[config.mk]
export PLATFORM = sky130hd
export DESIGN_NAME = mul_int_booth_seq
export DESIGN_NICKNAME = d
export VERILOG_FILES = /design/src/rtl/mul_pkg.sv /design/src/rtl/booth_r4_enc.sv /design/src/rtl/mul_int_booth_seq.sv
export SDC_FILE = /design/constraint.sdc
export NUM_CORES = 1
export LEC_CHECK = 0
export BUFFER_PORTS_ARGS = -buffer_cell sky130_fd_sc_hd__buf_2
export CORE_ASPECT_RATIO = 0.75
export CORE_MARGIN = 2
export CORE_UTILIZATION = 62
export CTS_BUF_LIST = sky130_fd_sc_hd__clkbuf_16
export DETAILED_ROUTE_END_ITERATION = 10
export GPL_TIMING_DRIVEN = 0
export PLACE_DENSITY = 0.86
export SYNTH_ARGS = -nofsm -noshare
export SYNTH_HDL_FRONTEND = slang
export SYNTH_HIERARCHICAL = 1
export SYNTH_SLANG_ARGS = --single-unit
export TNS_END_PERCENT = 50
[constraint.sdc]
create_clock -name clk -period 12.55 [get_ports clk]
set_input_delay 1.255 -clock clk [delete_from_list [all_inputs] [get_ports clk]]
set_output_delay 1.255 -clock clk [all_outputs]
set_load 0.02 [all_outputs]
[src/rtl/mul_pkg.sv]
`default_nettype none
// ---------------------------------------------------------------------------
// mul_pkg
// Shared types for the sequential Booth multiplier and its encoder.
// Revision: 1.0
// ---------------------------------------------------------------------------
package mul_pkg;

    typedef enum logic [1:0] {
        IDLE = 2'd0,
        RUN  = 2'd1,
        DONE = 2'd2
    } state_e;

    typedef enum logic [2:0] {
        OP_ZERO = 3'd0,
        OP_POS1 = 3'd1,
        OP_POS2 = 3'd2,
        OP_NEG1 = 3'd3,
        OP_NEG2 = 3'd4
    } booth_op_e;

    // Radix-4 iterations needed for WIDTH-bit operands extended to WIDTH+2 bits
    function automatic int unsigned n_iter(input int unsigned width);
        return width / 2 + 1;
    endfunction

endpackage
`default_nettype wire

[src/rtl/booth_r4_enc.sv]
`default_nettype none
// ---------------------------------------------------------------------------
// booth_r4_enc
// Combinational radix-4 Booth recoder: {q[i+1], q[i], q[i-1]} -> neg/one/two.
// Revision: 1.0
// ---------------------------------------------------------------------------
module booth_r4_enc (
    input  logic [2:0] bits,
    output logic       neg,
    output logic       one,
    output logic       two
);

    // 3'b111 recodes to zero, so it must not raise neg
    assign neg = bits[2] & ~(bits[1] & bits[0]);
    assign one = bits[1] ^ bits[0];
    assign two = (bits == 3'b011) | (bits == 3'b100);

endmodule
`default_nettype wire

[src/rtl/mul_int_booth_seq.sv]
`default_nettype none
// ---------------------------------------------------------------------------
// mul_int_booth_seq
// Multi-cycle radix-4 Booth multiplier, signed/unsigned per operation.
// Revision: 1.0
// ---------------------------------------------------------------------------
module mul_int_booth_seq
    import mul_pkg::*;
#(
    parameter int WIDTH = 32
) (
    input  logic               clk,
    input  logic               rst,
    input  logic               start,
    input  logic               is_signed,
    input  logic [WIDTH-1:0]   a,
    input  logic [WIDTH-1:0]   b,
    output logic               busy,
    output logic               valid,
    output logic [2*WIDTH-1:0] c
);

    localparam int E  = WIDTH + 2;
    localparam int N  = int'(n_iter(WIDTH));
    localparam int CW = $clog2(N);
    localparam logic [CW-1:0] C_LAST = CW'(N - 1);

    state_e          state_q, state_d;
    logic [E:0]      acc_q, acc_d;
    logic [E-1:0]    q_q, q_d;
    logic            qm1_q, qm1_d;
    logic [E-1:0]    m_q, m_d;
    logic [CW-1:0]   cnt_q, cnt_d;
    logic [2*WIDTH-1:0] c_q, c_d;

    logic            w_neg, w_one, w_two;
    booth_op_e       w_op;
    logic [E-1:0]    w_a_ext, w_b_ext;
    logic [E:0]      w_m_ext, w_addend, w_sum, w_acc_run;
    logic [E-1:0]    w_q_run;

    booth_r4_enc u_enc (
        .bits ({q_q[1:0], qm1_q}),
        .neg  (w_neg),
        .one  (w_one),
        .two  (w_two)
    );

    assign w_a_ext = {{2{is_signed & a[WIDTH-1]}}, a};
    assign w_b_ext = {{2{is_signed & b[WIDTH-1]}}, b};
    assign w_m_ext = {m_q[E-1], m_q};

    always_comb begin
        w_op = OP_ZERO;
        if (w_two)
            w_op = w_neg ? OP_NEG2 : OP_POS2;
        else if (w_one)
            w_op = w_neg ? OP_NEG1 : OP_POS1;
    end

    always_comb begin
        w_addend = '0;
        case (w_op)
            OP_POS1: w_addend = w_m_ext;
            OP_POS2: w_addend = w_m_ext << 1;
            OP_NEG1: w_addend = -w_m_ext;
            OP_NEG2: w_addend = -(w_m_ext << 1);
            default: w_addend = '0;
        endcase
    end

    // Add, then arithmetic-shift {acc, q, q[-1]} right by two
    assign w_sum     = acc_q + w_addend;
    assign w_acc_run = {{2{w_sum[E]}}, w_sum[E:2]};
    assign w_q_run   = {w_sum[1:0], q_q[E-1:2]};

    always_comb begin
        state_d = state_q;
        acc_d   = acc_q;
        q_d     = q_q;
        qm1_d   = qm1_q;
        m_d     = m_q;
        cnt_d   = cnt_q;
        c_d     = c_q;
        case (state_q)
            IDLE: begin
                if (start) begin
                    state_d = RUN;
                    acc_d   = '0;
                    q_d     = w_a_ext;
                    qm1_d   = 1'b0;
                    m_d     = w_b_ext;
                    cnt_d   = '0;
                end
            end
            RUN: begin
                acc_d = w_acc_run;
                q_d   = w_q_run;
                qm1_d = q_q[1];
                cnt_d = cnt_q + CW'(1);
                // Capture on the final step so c is already stable throughout DONE
                if (cnt_q == C_LAST) begin
                    state_d = DONE;
                    c_d     = {w_acc_run[WIDTH-3:0], w_q_run};
                end
            end
            DONE:    state_d = IDLE;
            default: state_d = IDLE;
        endcase
    end

    always_ff @(posedge clk) begin
        if (rst) begin
            state_q <= IDLE;
            acc_q   <= '0;
            q_q     <= '0;
            qm1_q   <= 1'b0;
            m_q     <= '0;
            cnt_q   <= '0;
            c_q     <= '0;
        end else begin
            state_q <= state_d;
            acc_q   <= acc_d;
            q_q     <= q_d;
            qm1_q   <= qm1_d;
            m_q     <= m_d;
            cnt_q   <= cnt_d;
            c_q     <= c_d;
        end
    end

    assign busy  = (state_q != IDLE);
    assign valid = (state_q == DONE);
    assign c     = c_q;

endmodule
`default_nettype wire

# Word-level counts from Yosys, hierarchy flattened
# Cells that the tools add are included.
# classes
add_sub_neg	4
multipliers	0
div	0
order_cmp	0
n_eq_ne	11
shifts	0
mux	16
bitwise	7
reduce_logical	7
# ops
operator	count
$pmux W35 S4	1
$neg A35 Y35	2
$pmux W35 S2	1
$pmux W34 S2	1
$add A35 B35 Y35	1
$mux W35	1
$mux W34	1
$pmux W5 S2	1
$eq A3 B2 Y1 const B	3
$mux W2	4
$reduce_and A2 Y1	4
$eq A3 B3 Y1 const B	2
$mux W3	2
$add A5 B1 Y5 const B	1
$eq A5 B5 Y1 const B	1
$mux W5	1
$and A1 B1 Y1	4
$ne A2 B2 Y1 const B	2
$pmux W2 S2	1
$reduce_bool A2 Y1	2
$eq A3 B1 Y1 const B	1
$eq A2 B1 Y1 const B	1
$eq A2 B2 Y1 const B	1
$logic_not A2 Y1	1
other kinds (5)	5
# totals
register_bits	174
latchBits	0
ramBits	0
mem_bits_ro	0
in_bits	68
out_inout_bits	66
elab_cells	52
n_memories	0

# Depth between registers and ports, before layout
# Gate-level depths: netlist of run 1.
# logic_depth
ltp_word	10
mapped_depth	20
ltp_nobuf	18

# Hierarchy
# The synthesis of run 1 kept the hierarchy.
# modules_own_cells
mod	n_inst	cells_each	area_each_um2
mul_int_booth_seq	1	1180	9083.7
booth_r4_enc	1	6	53.8

# Worst setup path after synthesis of run 1
# Ideal clock, no wire load.
# synth_path
kind	reg2reg
startpoint	register qm1_q
endpoint	register acc_q[33]
setup_ns	0.124
t_arrival_ns	4.077
required_ns	12.426
path_slack_ns	8.349
path_stages_with_launch	19
n_path_buf	3
period_less_slack_ns	4.201
path_cell_list	dfxtp_1 -> inv_1 -> ha_1 -> mux2_4 -> clkbuf_1 -> nor2b_1 -> clkbuf_1 -> buf_1 -> a22o_1 -> ha_1 -> nor2b_1 -> o31a_1 -> a41oi_1 -> o31ai_1 -> a31oi_1 -> o31ai_2 -> a221o_2 -> o211ai_1 -> nand3b_1
# synth_rtl
element	line	rtl
from (decl)	mul_int_booth_seq.sv:31	logic qm1_q, qm1_d;
from (signal assigned)	mul_int_booth_seq.sv:125	qm1_q <= qm1_d;
$eq A3 B2 Y1 / $eq A3 B3 Y1 (equally long branches)	booth_r4_enc.sv:17	assign two = (bits == 3'b011) | (bits == 3'b100);
$or A1 B1 Y1 *	booth_r4_enc.sv:17	
via w_two	mul_int_booth_seq.sv:36	logic w_neg, w_one, w_two;
$mux W3 *	mul_int_booth_seq.sv:55	if (w_two)
$eq A3 B3 Y1 (tied with other cells)	mul_int_booth_seq.sv:63	case (w_op)
$pmux W35 S4 *	mul_int_booth_seq.sv:63	
$add A35 B35 Y35 *	mul_int_booth_seq.sv:73	assign w_sum = acc_q + w_addend;
$pmux W35 S2 *	mul_int_booth_seq.sv:85	case (state_q)
to (signal assigned)	mul_int_booth_seq.sv:115	acc_q <= '0;
to (signal assigned)	mul_int_booth_seq.sv:123	acc_q <= acc_d;
to (decl)	mul_int_booth_seq.sv:29	logic [E:0] acc_q, acc_d;
# The timed path passes the listed nets; every way through them passes the cells marked *.
# A chain may end at the register's enable or synchronous reset.

# Final worst setup path of run 1
# layout_path
startpoint	register qm1_q
endpoint	register c_q[62], in the netlist c[62]
# layout_via
elab_chain_len	9
# layout_rtl
element	line	rtl
$and A1 B1 Y1 *	booth_r4_enc.sv:15	assign neg = bits[2] & ~(bits[1] & bits[0]);
$not A1 Y1 *	booth_r4_enc.sv:15	
$and A1 B1 Y1 *	booth_r4_enc.sv:15	
via w_neg	mul_int_booth_seq.sv:36	
$mux W2	mul_int_booth_seq.sv:58	w_op = w_neg ? OP_NEG1 : OP_POS1;
$mux W2	mul_int_booth_seq.sv:57	else if (w_one)
$mux W3 *	mul_int_booth_seq.sv:55	
$eq A3 B3 Y1 (tied with other cells)	mul_int_booth_seq.sv:63	
$pmux W35 S4 *	mul_int_booth_seq.sv:63	
$add A35 B35 Y35 *	mul_int_booth_seq.sv:73	
to (signal assigned)	mul_int_booth_seq.sv:120	c_q <= '0;
to (signal assigned)	mul_int_booth_seq.sv:128	c_q <= c_d;
to (decl)	mul_int_booth_seq.sv:34	logic [2*WIDTH-1:0] c_q, c_d;
# Marked as above.

==> results of run 1 <==
[per-layer routing]
layer	GRT usage	wire length, um
met5	0	0
met4	0.1103	601
met3	0.1054	3019
met2	0.5051	11450
met1	0.4872	11940
[through the flow]
stage / utilization / worst slack (ns) / power [mW]
2_1_floorplan: - / 8.349 / 0.7139
3_3_place_gp: 0.6952 / 7.534 / 0.7667
3_5_place_dp: 0.6952 / 7.459 / 0.7712
4_1_cts: 0.7371 / 7.416 / 1.305
5_1_grt: 0.7371 / 6.902 / 1.354
6_report: 0.7371 / 7.254 / 1.314
[cell type report]
cell class              count  area [um2]  share of cell area
multi-input cells         914        5310              0.4984
flip-flops and latches    172        3443              0.3232
repair buffers            132       660.6             0.06201
clock buffers              17       425.4             0.03993
plain buffers              79       305.3             0.02866
well taps                 200       250.2             0.02349
clock inverters            15       180.2             0.01691
inverters                  21       78.83            0.007399
[registers in the layout, summed over array words and instances (netlist names)]
register	flops
acc_q	33
c	64
cnt_q	5
m_q	33
q_q	34
qm1_q	1
state_q	2
[worst register-to-register path, cell delays in order, from the launching register on]
cell      delay (ns)
dfxtp_1         0.33
ha_1            0.22
nor2b_1         0.17
clkbuf_1        0.39
clkbuf_1        0.43
nand2_1         0.09
o21ai_0         0.15
a22oi_1         0.21
fa_1            0.48
nor2b_1         0.17
o31a_1          0.19
a41oi_1         0.26
o31ai_1         0.60
a31oi_1         0.35
o31ai_2         0.54
xor2_1          0.39
nand2_1         0.12
a21oi_1         0.14
[kinds of logic (layout without fill, tap and decap cells)]
logic type      Yosys count  count (layout)  synth area share
xor+xnor                 59              59           0.05655
simple gates            437             437            0.2139
flops                   172             172            0.3768
buf+inv                 100             264           0.04204
compound gates          376             376            0.2524
mux                       2               2          0.002738
fa+ha+maj                40              40           0.05559
[synth_stat cells (2+ instances only)]
library cell,instances
or4_4,2
or3_1,8
nor4b_1,2
o41ai_1,6
a211o_1,2
xnor2_1,45
nand2_1,271
nor3b_1,3
ha_1,39
or2_2,3
buf_1,8
o21ai_0,49
and2_1,2
o31ai_1,8
o21bai_1,9
nand4b_1,2
nand4_1,7
a211oi_1,7
xor2_1,14
a22o_1,27
dfxtp_1,172
a31oi_1,11
o211ai_1,4
clkbuf_1,69
nand3b_1,8
nor2b_1,8
nor4_1,2
inv_1,21
and3_1,4
a21o_1,18
or4_1,7
nor2_1,51
a22oi_1,34
o21a_1,8
nor3_1,12
nand2b_1,8
a21oi_1,180
nand3_1,31
[path summary, 6_finish.rpt]
path	slack (ns)	start	endpoint	depth (start not counted)
min reg2reg	0.45	c[14]$_SDFFE_PP0P_	c[14]$_SDFFE_PP0P_	2
max reg2reg	7.25	qm1_q$_SDFFE_PP0P_	c[62]$_SDFFE_PP0P_	17
max	7.25	qm1_q$_SDFFE_PP0P_	c[62]$_SDFFE_PP0P_	17
min	0.45	c[14]$_SDFFE_PP0P_	c[14]$_SDFFE_PP0P_	2
[power by group]
| part | switching [mW] | internal [mW] | leakage [nW] | total (mW) |
|---|---|---|---|---|
| logic | 0.122 | 0.0653 | 2.58 | 0.187 |
| clock network | 0.246 | 0.300 | 0.287 | 0.547 |
| registers | 0.0173 | 0.563 | 1.40 | 0.580 |
| total | 0.385 | 0.929 | 4.26 | 1.31 |
==> out/results.ini, run 1 <==
[status]
outcome=finished, final reports clean

[route]
postRouteAntennaNets=0
totalWireLength_um=27010
drtPass1Iterations=6
viasPerCell=6.037
drc=0
wire_per_inst_um=17.43
route.vias.total=9357
drt-initial-drc-count=1045

[synth]
synth.avg_cell_area_um2=7.704
netlist_instances=1186
synth-seq-cells=172
syn-cell-area_mm2=0.009138
yosysSeqAreaShare=0.3768
ys.flop_type=dfxtp_1
synth_area_leader_cell=dfxtp_1
synthDistinctLibCells=62
async_flop_share=0
syn_nets=1294
yosys-top-cells-area=dfxtp_1 38%, nand2_1 11%, a21oi_1 9.9%
synth_edf_count=0
synth_top_area_share=0.3768
yosysWarningCount=6

[worst_setup_path]
crit_slowest_cell=o31ai_1
slowest_delay_ns=0.60
path_delay_family=compound AO/OA/AOI/OAI gates
crit_type=flip-flop to flip-flop
cp.required_ns=12.92
critPathBufInv=2
arrival_ns=5.67
end_kind=flip-flop
start_kind=flip-flop
cp_cell_sequence=ha_1 > nor2b_1 > clkbuf_1 > clkbuf_1 > nand2_1 > o21ai_0 > a22oi_1 > fa_1 > nor2b_1 > o31a_1 > a41oi_1 > o31ai_1 > a31oi_1 > o31ai_2 > xor2_1 > nand2_1 > a21oi_1
cp_max_fo=10

[cts]
cts_tree=built
numCtsBuffers=17
cts-root-buf=clkbuf_16
clock_latency_ns=0.44
htreeDepth=4
cts_setup_buffers=0
cts_hold_buf=0
clk_pin_slew_worst_paths_ns=0.07
clk_path_buf_depth=2
clock_sinks=172
cts_resized=0

[cells_and_area]
n_fill_cell=1219
final_common_cell=nand2_1
diodes=0
layout.nets=1445
instances_no_fill=1550
stdcell_area_mm2=0.01065
syn_to_final_growth_pct=16.60
layout_common_cells=271 x nand2_1, 180 x a21oi_1, 172 x dfxtp_1
drive_above_1_share=0.1326

[timing]
hold_ws_ns=0.4521
fin_crit_ns=5.296
skew_ns=0.009421
worst_pin_slew_ns=0.8536
min_period_over_period=0.4220
hold_viol_final=0
tns_ns=0
maxSlewViolCount=0
maxSlewHeadroom=0.4309
max_freq_mhz=188.8
rsz0062_at_grt=no
setup_viol=0

[pwr]
irDropWorstVdd_mv=0.09627
p_per_area_mw_per_mm2=123.3
leakage_nw=4.263

[placed_design]
dp_hpwl_um=19970
place_area_mm2=0.01005
io_buffers=132
dp_cells=1518
finalWeightedCongestion=1.015

[global_routing]
track_usage=0.3451
grt_first_pass_wirelength_um=41960
first_global_vias=8277
grt_antenna_before_repair=0
grt_max_degree=18
grt_overflow=0

[die]
die_w_um=144.2
die_area_mm2=0.01574
core-area_mm2=0.01445
initial_core_util=0.6322
rows=38
die_height_um=109.1
io_pins=134

[flow_run]
maxCapViolCount=0

[hold_path]
hold_class=flip-flop to flip-flop

Power figures use the tool's default switching activity.
==> run 2: changes to the inputs <==
--- a/config.mk
+++ b/config.mk
@@ -8,11 +8,11 @@
 export BUFFER_PORTS_ARGS = -buffer_cell sky130_fd_sc_hd__buf_2
 export CORE_ASPECT_RATIO = 0.75
 export CORE_MARGIN = 2
-export CORE_UTILIZATION = 62
+export CORE_UTILIZATION = 58
 export CTS_BUF_LIST = sky130_fd_sc_hd__clkbuf_16
 export DETAILED_ROUTE_END_ITERATION = 10
 export GPL_TIMING_DRIVEN = 0
-export PLACE_DENSITY = 0.86
+export PLACE_DENSITY = 0.81
 export SYNTH_ARGS = -nofsm -noshare
 export SYNTH_HDL_FRONTEND = slang
 export SYNTH_HIERARCHICAL = 1
==> constraint.sdc (replaced) <==
create_clock -name clk -period 5.55 [get_ports clk]
set_input_delay 0.555 -clock clk [delete_from_list [all_inputs] [get_ports clk]]
set_output_delay 0.555 -clock clk [all_outputs]
set_load 0.02 [all_outputs]
==> run 2 against run 1 <==
Effect of this change: hold slack worse by 0.097 ns; sequential share of layout area is 0.18 points lower; clock-buffer cell count stayed put; setup slack worse by 7.0 ns; cell count is 0.26% higher; wire length is 0.17% lower; largest cell class unchanged.
==> out/results.ini, run 2 (same netlist as run 1, synthesis figures left out) <==
[cts]
cts-root-buf=clkbuf_16
clock_latency_ns=0.44
numCtsBuffers=17
clk_pin_slew_worst_paths_ns=0.07
htreeDepth=4
clock_sinks=172
cts_tree=built
clk_path_buf_depth=2

[timing]
rsz0062_at_grt=no
min_period_over_period=0.9457
hold_viol_final=0
setup_viol=0
max_freq_mhz=190.5
maxSlewHeadroom=0.3692
maxSlewViolCount=0
skew_ns=0.008597
fin_crit_ns=5.249
worst_slack_ns=0.3014
worst_pin_slew_ns=0.9461
tns_ns=0

[pwr]
irDropWorstVdd_mv=0.2618
leakage_nw=4.298
p_per_area_mw_per_mm2=288.2
total_power_mw=3.087

[placed_design]
dp_cells=1523
dp_hpwl_um=20230
finalWeightedCongestion=0.9744
io_buffers=132
post-place-ws_ns=0.3367

[route]
drt-initial-drc-count=865
totalWireLength_um=26960
drtPass1Iterations=7
drc=0
route.vias.total=9095
postRouteAntennaNets=0
viasPerCell=5.853
wire_per_inst_um=17.35

[global_routing]
grt_antenna_before_repair=0
grt_first_pass_wirelength_um=42410
grt_max_degree=17
track_usage=0.3214
grt_overflow=0
first_global_vias=8149

[cells_and_area]
instances_no_fill=1554
layout_common_cells=271 x nand2_1, 180 x a21oi_1, 172 x dfxtp_1
syn_to_final_growth_pct=17.25
drive_above_1_share=0.1327
post-route-util=0.6992
diodes=0
layout.nets=1445
final_common_cell=nand2_1
largest_register_ff_count=64

[die]
die_area_mm2=0.01679
die_w_um=148.9
die_height_um=112.7
rows=39
core-area_mm2=0.01532
initial_core_util=0.5964
io_pins=134

[status]
outcome=finished, final reports clean

[worst_setup_path]
end_kind=flip-flop
cp.required_ns=5.88
crit_type=flip-flop to flip-flop
timing.reg2reg.setup_slack_ns=0.30
cp_max_fo=10
start_kind=flip-flop
arrival_ns=5.57

[hold_path]
hold_class=input port to flip-flop

[flow_run]
maxCapViolCount=0

[run 2: cell types whose count changed in the layout (fill, tap and decap cells not counted), sizes merged]
cell      previous run  this run
clkinv               4         3
clkinvlp             3         0
bufinv               2         5
[run 2: what timing repair did]
item                                    CTS  global route
gates resized for setup                   0             1
hold buffers                              0             0
endpoints found under the setup margin    0             2
buffers inserted                          0             0
endpoints found under the hold margin     0             0
[run 2: power breakdown]
part           switching (mW)  total (mW)  internal, mW  leakage (nW)
sequential             0.0400        1.31          1.27          1.40
clock                   0.545        1.35         0.809         0.320
combinational           0.273       0.421         0.148          2.58
[run 2: routing by layer]
| layer | wire (um) | vias to the layer above | global-route usage | part of all wire |
|---|---|---|---|---|
| li1 | - | 4483 | - | - |
| met1 | 12540 | 4159 | 0.4737 | 0.46 |
| met2 | 11240 | 424 | 0.4694 | 0.42 |
| met3 | 2734 | 29 | 0.07540 | 0.10 |
| met4 | 454 | 0 | 0.09270 | 0.017 |
| met5 | 0 | - | 0 | 0 |
[run 2: cell type report]
cell class / instances / area (um2)
fill: 1345 / 4608
clock inverter: 14 / 229.0
clock buffer: 17 / 425.4
inverter: 21 / 78.83
tap: 205 / 256.5
multi-input combinational: 914 / 5315
buffer: 79 / 305.3
timing repair buffer: 132 / 660.6
sequential: 172 / 3443
[run 2: path summary, 6_finish.rpt]
path,from,to,depth (start not counted)
worst max-delay path,qm1_q$_SDFFE_PP0P_,acc_q[33]$_SDFFE_PP0P_,18
worst min-delay path,b[19],m_q[19]$_SDFFE_PP0P_,3
worst max register to register,qm1_q$_SDFFE_PP0P_,acc_q[33]$_SDFFE_PP0P_,18
worst min register to register,c[38]$_SDFFE_PP0P_,c[38]$_SDFFE_PP0P_,2
[run 2: worst max-delay path: stages (launching register included)]
cell and delay, ns:
dfxtp_1 0.37, inv_1 0.06, ha_1 0.19, mux2_4 0.25, clkbuf_1 0.18, nor2b_1 0.22
clkbuf_1 0.38, buf_1 0.41, a22o_1 0.24, ha_1 0.27, nor2b_1 0.16, o31a_1 0.27
a41oi_1 0.45, o31ai_2 0.18, a31oi_1 0.59, o31ai_2 0.24, a221o_2 0.43, o211ai_1 0.17
nand3b_1 0.08
[run 2: stage by stage]
step | hold WS, ns | instance area [um2]
after detailed placement | 0.4440 | 10050
after global placement | 0.4373 | 10050
after floorplan | 0.4315 | 9138
after CTS | 0.3477 | 10710
final | 0.3550 | 10710
after global routing | 0.3513 | 10710
==> run 3: changes to the inputs <==
--- a/config.mk
+++ b/config.mk
@@ -5,13 +5,15 @@
 export SDC_FILE = /design/constraint.sdc
 export NUM_CORES = 1
 export LEC_CHECK = 0
+export ABC_AREA = 1
 export BUFFER_PORTS_ARGS = -buffer_cell sky130_fd_sc_hd__buf_2
 export CORE_ASPECT_RATIO = 0.75
 export CORE_MARGIN = 2
-export CORE_UTILIZATION = 58
+export CORE_UTILIZATION = 59
 export CTS_BUF_LIST = sky130_fd_sc_hd__clkbuf_16
 export DETAILED_ROUTE_END_ITERATION = 10
 export GPL_TIMING_DRIVEN = 0
+export HOLD_SLACK_MARGIN = 0.05
 export PLACE_DENSITY = 0.81
 export SYNTH_ARGS = -nofsm -noshare
 export SYNTH_HDL_FRONTEND = slang
==> run 3 against run 2 <==
Effect of this change: cell count grew 21%; largest cell class unchanged; fmax rose by 19%; register-to-register slack better by 0.82 ns; via count rose by 24%; clock-buffer cell count unchanged; first-iteration DRC count up 65%; clock power decreased by 9.6%; global-route usage is 6.8 points higher; power shrank 1.5%.
==> out/results.ini, run 3 <==
[status]
outcome=finished, final reports clean

[route]
totalWireLength_um=35690
drt-initial-drc-count=1426
postRouteAntennaNets=0
wire_per_inst_um=18.97
drtPass1Iterations=6
viasPerCell=6.009
route.vias.total=11310
drc=0

[timing]
hold_viol_final=0
min_period_over_period=0.7978
skew_ns=0.01270
maxSlewHeadroom=0.3357
hold_ws_ns=0.3543
setup_viol=0
maxSlewViolCount=0
rsz0062_at_grt=no
fin_crit_ns=4.428
worst_pin_slew_ns=0.9965
tns_ns=0
max_freq_mhz=225.9

[worst_setup_path]
crit_type=flip-flop to flip-flop
worst-path-stages=23
cp.required_ns=5.93
timing.reg2reg.setup_slack_ns=1.12
critPathLaunch=q_q[0]$_SDFFE_PP0P_
slowest_delay_ns=0.47
path_delay_family=simple AND/OR/NAND/NOR gates
crit_top_cell=nand2_1
cp_cell_sequence=inv_1 > ha_1 > nand2_1 > nand2_1 > inv_1 > nand2_1 > nor2_1 > clkbuf_1 > clkbuf_1 > a22oi_1 > nand3_1 > ha_1 > a21oi_1 > nand2_1 > nand2_1 > o211ai_1 > nand2_1 > nand2_1 > nand2_1 > nand2_1 > xor2_1 > nand2_1 > a21oi_1
crit_slowest_cell=clkbuf_1
critPathBufInv=4
start_kind=flip-flop
timing.rr.end=acc_q[29]$_SDFFE_PP0P_
r2r_start=q_q[0]$_SDFFE_PP0P_
end_kind=flip-flop
arrival_ns=4.80
cp-endpoint=acc_q[29]$_SDFFE_PP0P_
cp_max_fo=10
reg2reg_depth=23

[die]
core-area_mm2=0.01672
die_height_um=117.0
initial_core_util=0.6010
die_w_um=154.7
die_area_mm2=0.01811
rows=41
io_pins=134

[cts]
numCtsBuffers=17
clk_pin_slew_worst_paths_ns=0.07
htreeDepth=4
clock_sinks=172
cts-root-buf=clkbuf_16
clk_path_buf_depth=2
clock_latency_ns=0.45
cts_hold_buf=0
cts_tree=built
cts_setup_buffers=0
cts_resized=0

[pwr]
leakage_nw=5.294
p_clk_frac=0.402
netSwitchingFraction=0.3324
seq_power_share=0.438
irDropWorstVdd_mv=0.1652
p_int_mw=2.030
switchingPower_mw=1.011
p_per_area_mw_per_mm2=262.7
pwr-share-comb=0.160

[global_routing]
track_usage=0.3894
grt_first_pass_wirelength_um=53990
grt_antenna_before_repair=0
grt_max_degree=20
grt_overflow=0
first_global_vias=9895

[cells_and_area]
drive_above_1_share=0.1206
layout.nets=1762
final_common_cell=nand2_1
diodes=0
syn_to_final_growth_pct=15.21
largest_register_ff_count=64
layout_common_cells=386 x nand2_1, 172 x dfxtp_1, 145 x buf_2

[synth]
yosys-top-cells-area=dfxtp_1 34%, nand2_1 14%, nand3_1 5.6%
synth_common_cells=386 x nand2_1, 172 x dfxtp_1, 142 x nor2_1
yosysMostFrequentCell=nand2_1
syn_nets=1610
async_flop_share=0
synthDistinctLibCells=45
ys.flop_type=dfxtp_1
yosysSeqAreaShare=0.3426
syn-cell-area_mm2=0.01005
yosysWarningCount=6
synth.avg_cell_area_um2=6.692
synth-seq-cells=172
synth_area_leader_cell=dfxtp_1
netlist_instances=1502
synth_edf_count=0
synth_top_area_share=0.3426

[flow_run]
maxCapViolCount=0

[placed_design]
io_buffers=133
dp_hpwl_um=27200
finalWeightedCongestion=0.9943

[hold_path]
hold_class=input port to flip-flop

[run 3: layout make-up]
cell class	instances	area, um2
Sequential cell	172	3443
Clock inverter	15	168.9
Fill cell	1483	5144
Clock buffer	17	425.4
Multi-Input combinational cell	1117	5793
Buffer	65	259.0
Timing Repair Buffer	133	665.6
Inverter	148	555.5
Tap cell	215	269.0
[run 3: logic make-up after synthesis]
family / synth area share
compound gates: 0.2023
buf+inv: 0.08104
simple gates: 0.2930
fa+ha+maj: 0.05054
xor+xnor: 0.03050
flops: 0.3426
[run 3: worst register-to-register path, cell delays in order (launching register included)]
cell and delay [ns]:
dfxtp_1 0.39, inv_1 0.06, ha_1 0.17, nand2_1 0.06
nand2_1 0.07, inv_1 0.10, nand2_1 0.10, nor2_1 0.14
clkbuf_1 0.43, clkbuf_1 0.47, a22oi_1 0.20, nand3_1 0.16
ha_1 0.31, a21oi_1 0.25, nand2_1 0.18, nand2_1 0.10
o211ai_1 0.14, nand2_1 0.11, nand2_1 0.14, nand2_1 0.10
nand2_1 0.09, xor2_1 0.37, nand2_1 0.10, a21oi_1 0.14
[run 3: how the worst min path moves through the flow]
stage                                    from              endpoint  slack [ns]  cells after the start
final                                   a[10]  q_q[10]$_SDFFE_PP0P_        0.35                      3
after global routing                    a[29]  q_q[29]$_SDFFE_PP0P_        0.37                      3
after CTS                               a[10]  q_q[10]$_SDFFE_PP0P_        0.35                      3
after detailed placement   c[34]$_SDFFE_PP0P_    c[34]$_SDFFE_PP0P_        0.45                      2
after global placement     c[34]$_SDFFE_PP0P_    c[34]$_SDFFE_PP0P_        0.45                      2
after floorplan           q_q[2]$_SDFFE_PP0P_     c[0]$_SDFFE_PP0P_        0.44                      2
[run 3: metrics by stage]
step	setup slack [ns]	instances	total power [mW]	cell area [um2]	util
finish	1.122	1882	3.042	11580	0.6924
global route	0.8487	1882	3.127	11580	0.6924
CTS	1.244	1882	3.019	11580	0.6924
detailed placement	1.295	1850	1.818	10990	0.6569
global placement	1.395	1850	1.812	10990	0.6569
floorplan	2.366	1502	1.650	10050	-
[run 3: routing by layer]
metal  GRT usage  up-vias  routed length [um]
li1            -     5325                   -
met1      0.5576     5242               15660
met2      0.5601      672               14710
met3      0.1267       70                4598
met4      0.1136        0                 730
met5           0        -                   0
[run 3: power by group through the flow]
stage,Sequential [mW],Combinational (mW),Clock (mW)
2_1_floorplan,1.34,0.309,0
3_3_place_gp,1.36,0.456,0
3_5_place_dp,1.36,0.461,0
4_1_cts,1.33,0.467,1.22
5_1_grt,1.34,0.524,1.27
6_report,1.33,0.486,1.22
